`config.mk`:
```
export PLATFORM = sky130hd
export DESIGN_NAME = inv_clarke_pwm_ref
export DESIGN_NICKNAME = d
export VERILOG_FILES = /design/src/rtl/inv_clarke_pwm_ref.sv
export SDC_FILE = /design/constraint.sdc
export NUM_CORES = 1
export LEC_CHECK = 0
export BUFFER_PORTS_ARGS = -buffer_cell sky130_fd_sc_hd__buf_2
export CAP_MARGIN = 5
export CORE_MARGIN = 2
export CORE_UTILIZATION = 55
export DETAILED_ROUTE_END_ITERATION = 10
export PLACE_DENSITY = 0.74
export SYNTH_ARGS = -nofsm -noshare
export SYNTH_HDL_FRONTEND = slang
export SYNTH_SLANG_ARGS = --single-unit
```
`constraint.sdc`:
```
create_clock -name clk -period 6.2 [get_ports clk]
set_input_delay 0.31 -clock clk [delete_from_list [all_inputs] [get_ports clk]]
set_output_delay 0.31 -clock clk [all_outputs]
set_load 0.02 [all_outputs]
```
`src/rtl/inv_clarke_pwm_ref.sv`:
```
// rtl/inv_clarke_pwm_ref.sv - inverse Clarke transform with phase clamp and sync-gated shadow outputs
// Sign-magnitude alpha/beta in, clamped sign-magnitude Ua/Ub/Uc out, applied only on a carrier sync.
module inv_clarke_pwm_ref #(
  parameter logic [15:0] K_SQRT3_2 = 16'hDDB4,
  parameter logic [22:0] MAG_MAX   = 23'h22BF10
) (
  input  logic        clk,
  input  logic        reset,
  input  logic        in_valid,
  output logic        in_ready,
  input  logic [23:0] v_alpha,
  input  logic [23:0] v_beta,
  input  logic        sync,
  output logic [23:0] Ua,
  output logic [23:0] Ub,
  output logic [23:0] Uc,
  output logic        update,
  output logic [2:0]  sat
);

  localparam logic [2:0] S_IDLE = 3'd0;
  localparam logic [2:0] S_MUL  = 3'd1;
  localparam logic [2:0] S_SUM  = 3'd2;
  localparam logic [2:0] S_SAT  = 3'd3;
  localparam logic [2:0] S_PEND = 3'd4;

  logic [2:0]  state;
  logic [23:0] alpha_in;
  logic [23:0] beta_in;
  logic [22:0] kb_mag;
  logic        kb_neg;
  logic [24:0] ub_sum;
  logic [24:0] uc_sum;
  logic [23:0] alpha_s;
  logic [23:0] pend_a;
  logic [23:0] pend_b;
  logic [23:0] pend_c;
  logic [2:0]  pend_sat;

  // Returns {sat, sign, magnitude}; a zero magnitude always comes back positive.
  function automatic logic [24:0] clamp_sm(input logic neg, input logic [23:0] mag);
    logic       over;
    logic [22:0] m;
    over = (mag > {1'b0, MAG_MAX});
    m    = over ? MAG_MAX : mag[22:0];
    return {over, neg & (m != 23'd0), m};
  endfunction

  function automatic logic [23:0] abs25(input logic [24:0] v);
    logic [24:0] n;
    n = -v;
    return v[24] ? n[23:0] : v[23:0];
  endfunction

  logic [38:0] prod;
  logic        unused_prod_lsb;
  assign prod            = {16'd0, beta_in[22:0]} * {23'd0, K_SQRT3_2};
  assign unused_prod_lsb = ^prod[15:0];

  logic [24:0] half25;
  logic [24:0] kb25;
  logic [24:0] neg_half;
  logic [24:0] kb_signed;
  assign half25    = {3'd0, alpha_in[22:1]};
  assign kb25      = {2'd0, kb_mag};
  assign neg_half  = alpha_in[23] ? half25 : -half25;
  assign kb_signed = kb_neg ? -kb25 : kb25;

  logic [24:0] sm_a;
  logic [24:0] sm_b;
  logic [24:0] sm_c;
  assign sm_a = clamp_sm(alpha_s[23], {1'b0, alpha_s[22:0]});
  assign sm_b = clamp_sm(ub_sum[24], abs25(ub_sum));
  assign sm_c = clamp_sm(uc_sum[24], abs25(uc_sum));

  always_ff @(posedge clk) begin
    if (reset) begin
      state    <= S_IDLE;
      in_ready <= 1'b0;
      update   <= 1'b0;
      Ua       <= 24'd0;
      Ub       <= 24'd0;
      Uc       <= 24'd0;
      sat      <= 3'b000;
      alpha_in <= 24'd0;
      beta_in  <= 24'd0;
      kb_mag   <= 23'd0;
      kb_neg   <= 1'b0;
      ub_sum   <= 25'd0;
      uc_sum   <= 25'd0;
      alpha_s  <= 24'd0;
      pend_a   <= 24'd0;
      pend_b   <= 24'd0;
      pend_c   <= 24'd0;
      pend_sat <= 3'b000;
    end else begin
      update <= 1'b0;
      case (state)
        S_IDLE: begin
          in_ready <= 1'b1;
          if (in_valid && in_ready) begin
            alpha_in <= v_alpha;
            beta_in  <= v_beta;
            in_ready <= 1'b0;
            state    <= S_MUL;
          end
        end
        S_MUL: begin
          kb_mag <= prod[38:16];
          kb_neg <= beta_in[23];
          state  <= S_SUM;
        end
        S_SUM: begin
          ub_sum  <= neg_half + kb_signed;
          uc_sum  <= neg_half - kb_signed;
          alpha_s <= alpha_in;
          state   <= S_SAT;
        end
        S_SAT: begin
          pend_a   <= sm_a[23:0];
          pend_b   <= sm_b[23:0];
          pend_c   <= sm_c[23:0];
          pend_sat <= {sm_c[24], sm_b[24], sm_a[24]};
          state    <= S_PEND;
        end
        S_PEND: begin
          // Only a turning point may move the PWM references.
          if (sync) begin
            Ua       <= pend_a;
            Ub       <= pend_b;
            Uc       <= pend_c;
            sat      <= pend_sat;
            update   <= 1'b1;
            in_ready <= 1'b1;
            state    <= S_IDLE;
          end
        end
        default: begin
          in_ready <= 1'b0;
          state    <= S_IDLE;
        end
      endcase
    end
  end

endmodule

```
# After elaboration in Yosys (flattened, before gate mapping)
# Cells that the tools add are included.
# op_classes
addsub	6
multipliers	1
magnitude_cmp	3
n_eq_ne	6
muxes	14
bitwise_logic	5
reduce_logical	11
# op_table
op	count
$mux 23	3
$reduce_bool 23->1	3
$mux 25	2
$gt 24x22->1 const B	2
$mux 24	2
$neg 24->24	2
$mul 23x14->37 const B	1
$add 25x25->25	1
$neg 22->25	1
$neg 23->25	1
$sub 25x25->25	1
$gt 23x22->1 const B	1
$pmux 3 s5	1
$reduce_and 2->1	4
$eq 3x2->1 const B	2
$mux 3	2
$ne 2x2->1 const B	2
$and 1x1->1	3
$eq 3x1->1 const B	1
$eq 3x3->1 const B	1
$logic_not 3->1	1
$mux 1	3
$pmux 1 s3	1
$reduce_or 3->1	1
3 further kinds	4
# word_totals
regBits	301
input_bits	52
out_inout_bits	77
word_cells	64

# Longest topological paths before layout
# logic_depth
word_depth	6
depth_mapped	23
depth_no_buf	23

# Worst setup path after synthesis
# OpenSTA, ideal clock, no wires.
# synth_timing
path_type	flip-flop to flip-flop
start	reg beta_in[4]
end	reg kb_mag[17]
arrival_ps	5869
required_ps	6071
setup_slack_ps	201
path_stages_with_launch	22
n_path_buf	0
cell_sequence	dfxtp_1 -> inv_1 -> fa_1 -> fa_1 -> inv_1 -> fa_1 -> fa_1 -> fa_1 -> inv_1 -> fa_1 -> inv_1 -> ha_1 -> a2111o_1 -> a221oi_1 -> o21a_1 -> nor3_1 -> o211a_1 -> or2_2 -> a21o_1 -> a21oi_1 -> xor2_1 -> o31ai_1
# synth_via
elab_chain_cells	1
# synth_lines
element	line_no	text
start, declared	29	logic [23:0] beta_in;
start signal, assigned	103	beta_in <= v_beta;
$mul 23x14->37	57	assign prod = {16'd0, beta_in[22:0]} * {23'd0, K_SQRT3_2};
end signal, assigned	109	kb_mag <= prod[38:16];
end, declared	30	logic [22:0] kb_mag;
# No other way between the ends.
# A chain may end at the register's enable or synchronous reset.

# Worst setup path in the final report
# layout_timing
start	reg beta_in[8]
end	reg kb_mag[17]
# The elaborated chain is that of the path after synthesis.

==> impl_metrics.ini <==
[critical_path]
worstSetupStartpointType = flip-flop
slowest_stage = fa_1
reg2reg_depth = 22
critPathMostFrequentCell = fa_1
cp_cell_sequence = buf_4, ha_4, inv_1, fa_1, inv_1, fa_1, fa_1, fa_1, inv_1, fa_1, inv_2, ha_4, a2111o_1, a221oi_2, o21a_1, nor3_2, o211a_1, or2_2, a21o_1, a21oi_2, xor2_1, o31ai_1
endpoint_kind = flip-flop
arrival_ns = 6.39
worst-path-stages = 22
cp_slowest_stage_delay_ns = 0.56
crit_fanout = 4
critical_path.top_delay_family = adder cells
cp-endpoint = kb_mag[17]$_SDFFE_PP0P_
worstSetupStartpoint = beta_in[8]$_SDFFE_PP0P_
critical_path_class = reg2reg
rr_endpoint = kb_mag[17]$_SDFFE_PP0P_
crit_required_ns = 6.61
regToRegSetupSlack_ns = 0.22
critPathBufInv = 5
reg2reg_from = beta_in[8]$_SDFFE_PP0P_

[finish]
area_delta_synth_final_pct = 11.3
antennaDiodeCount = 0
fin_cells = 3245
layout.nets = 3091
drive_gt1_share_pct = 10.5

[hold_path]
worstHoldStart = v_alpha[20]
min_path_type = in2reg

[sta]
fin_worst_skew_ns = 0.0282
period_share_pct = 96.4
report.final.slew_viol_count = 0
relSlewSlack_pct = 17.6
fin_crit_ns = 5.98
setup_violations = 0
hold_viol = 0
max_freq_mhz = 167
finalHoldWorstSlack_ns = 0.0230
tightest_slew_ns = 1.23
rsz0062_at_grt = yes

[synthesis]
synth_edf_count = 0
synth.most_common_cell = nand2_1
syn-cell-area_um2 = 21700
synthTopCellsByArea = dfxtp_1 (28%), fa_1 (15%), ha_1 (10%)
synth_cells = 2624
ys_warn_count = 0
synth_common_cells = nand2_1 (450), inv_1 (316), dfxtp_1 (300)
syn_nets = 3013
synth-async-reset-ratio_pct = 0
synth_top_area_cell = dfxtp_1
synth_top_area_share_pct = 27.7
synth_flop_cell = dfxtp_1
netlist-cell-type-count = 78
syn_area_per_cell_um2 = 8.26
synth_seq_cells = 300
yosysSeqAreaShare_pct = 27.7

[placement]
place_congestion = 0.980
port_buffers = 128
dp_cells = 3166
post-dp-hpwl_um = 42700

[global_route]
grt_pass1_wl_um = 90700
grt_remaining_overflow = 0
antenna_found_initial = 0
grt_pass1_vias = 17800
grt_use_total_pct = 27.2
grt_max_degree = 87

[route]
wire_per_inst_um = 16.9
drt_iter0_markers = 1268
finalWirelength_um = 55000
drtAntennaViolNets = 0
via_count = 18100
drt_first_pass_iters = 5
drcViolationCount = 0
via_per_inst = 5.59

[floorplanning]
io_pins = 129
chipHeight_um = 203
initial_utilization_pct = 55.9
rows = 72
core_area_um2 = 38700
die_x_um = 203
die_area_um2 = 41000

[power_and_ir_drop]
leakagePower_nw = 10.8
p_int_mw = 4.76
p_clk_share_pct = 25.7
power_frac_comb_pct = 47.3
pwr-share-seq_pct = 27.0
ir_drop_mv = 0.231
switching_share_pct = 41.0
switchingPower_mw = 3.31
power.density_nw_per_um2 = 335

[clocking]
cts_tree = done
numClockSinks = 300
cts_root_buf = clkbuf_16
clkLatencyLatePin_ns = 0.55
clock_path_buffers = 3
clkTransAtPathRegs_ns = 0.06
htreeDepth = 2
numCtsBuffers = 34

[run_status]
status = finished clean

[flow_run]
maxCapViolations = 0
-- cells in the final DEF (no fill, tap or decap), drive strengths merged, types with 6 or more instances in the layout --
cell and count:
buf 167, nor2 120, nand3b 8, nor3 41, o31ai 24, o21a 12
o21bai 7, a221oi 6, inv 319, a22o 17, nor3b 6, a311oi 9
dfxtp 300, nor4 21, a21o 21, a31oi 17, and2 12, and3 11
a21oi 281, o21ai 78, nand4 13, fa 158, o41ai 15, o211ai 6
or2 16, ha 179, clkinv 7, nand2b 16, nor2b 13, dlygate4sd3 13
or3 18, a221o 6, nand3 41, a211oi 22, a41o 6, or4 18
xnor2 84, clkbuf 45, nand2 450, xor2 53
-- power groups by stage --
stage                     combinational, mW  clock [mW]  sequential (mW)
final                                  3.82        2.07             2.18
after global placement                 3.64           0             2.21
after CTS                              3.78        2.11             2.18
after floorplan                        2.90           0             2.16
after global routing                   4.29        2.19             2.20
after detailed placement               3.73           0             2.22
-- stage by stage --
step	area (um^2)	utilization (%)	TNS (ns)	worst slack, ns	total power, mW
final	24100	62.3	0	0.224	8.07
after global routing	24100	62.3	-0.0482	-0.0481	8.67
after CTS	24000	62.0	0	0.00998	8.06
after detailed placement	22700	58.6	-0.147	-0.103	5.94
after global placement	22700	58.6	0	0.107	5.85
after floorplan	21700	-	0	0.201	5.06
-- layout make-up --
class                           count  area (um^2)
Timing Repair Buffer              180         1070
Inverter                          317         1200
Sequential cell                   300         6020
Clock buffer                       45          963
Multi-Input combinational cell   1869        14000
Clock inverter                     16          193
Fill cell                        3396        14600
Tap cell                          518          648
-- worst register-to-register path: stages (launching register included) --
cell and delay [ns]:
dfxtp_4 0.37, buf_4 0.15, ha_4 0.26, inv_1 0.05
fa_1 0.54, inv_1 0.06, fa_1 0.56, fa_1 0.43
fa_1 0.49, inv_1 0.05, fa_1 0.49, inv_2 0.05
ha_4 0.23, a2111o_1 0.42, a221oi_2 0.19, o21a_1 0.24
nor3_2 0.08, o211a_1 0.26, or2_2 0.31, a21o_1 0.19
a21oi_2 0.16, xor2_1 0.18, o31ai_1 0.09
-- worst min path at each step --
| stage | endpoint | depth (start not counted) | slack, ns |
|---|---|---|---|
| 2_1_floorplan | pend_b[7]$_SDFFE_PP0P_ | 2 | 0.42 |
| 3_3_place_gp | pend_sat[2]$_SDFFE_PP0P_ | 1 | 0.44 |
| 3_5_place_dp | Ua[7]$_SDFFE_PP0P_ | 2 | 0.44 |
| 6_report | alpha_in[20]$_SDFFE_PP0P_ | 3 | 0.02 |
| 5_1_grt | alpha_in[6]$_SDFFE_PP0P_ | 3 | 0.01 |
| 4_1_cts | alpha_in[20]$_SDFFE_PP0P_ | 3 | 0.0004 |
-- kinds of logic after synthesis --
kind of cell,after synthesis,synth area share (%)
muxes,7,0.335
DFF,300,27.7
AOI/OAI and AO/OA,568,16.3
xor gates and xnor gates,137,5.54
adders and majority gates,337,24.9
and+or+nand+nor,820,17.2
buffers and inverters,455,7.97
-- registers in the layout (all words and copies together), names as in the netlist --
signal and count:
ub_sum 25, Ua 24, Ub 24, Uc 24
alpha_in 24, alpha_s 24, beta_in 24, pend_a 24
pend_b 24, pend_c 24, uc_sum 24, kb_mag 23
pend_sat 3, sat 3, state 3, in_ready 1
kb_neg 1, update 1
-- routing by layer --
layer	routed length [um]	global-route usage, %
met1	24100	35.2
met2	27000	47.4
met3	2340	2.87
met4	1580	9.18
met5	0	0
-- timing repair --
action,in CTS,in global routing
hold buffers,13,0
gates cloned,0,0
pin swaps,3,19
gates resized for setup,6,19
setup endpoints to repair,2,8
setup buffers,0,5
endpoints found under the hold margin,13,0
Power figures use the tool's default switching activity.
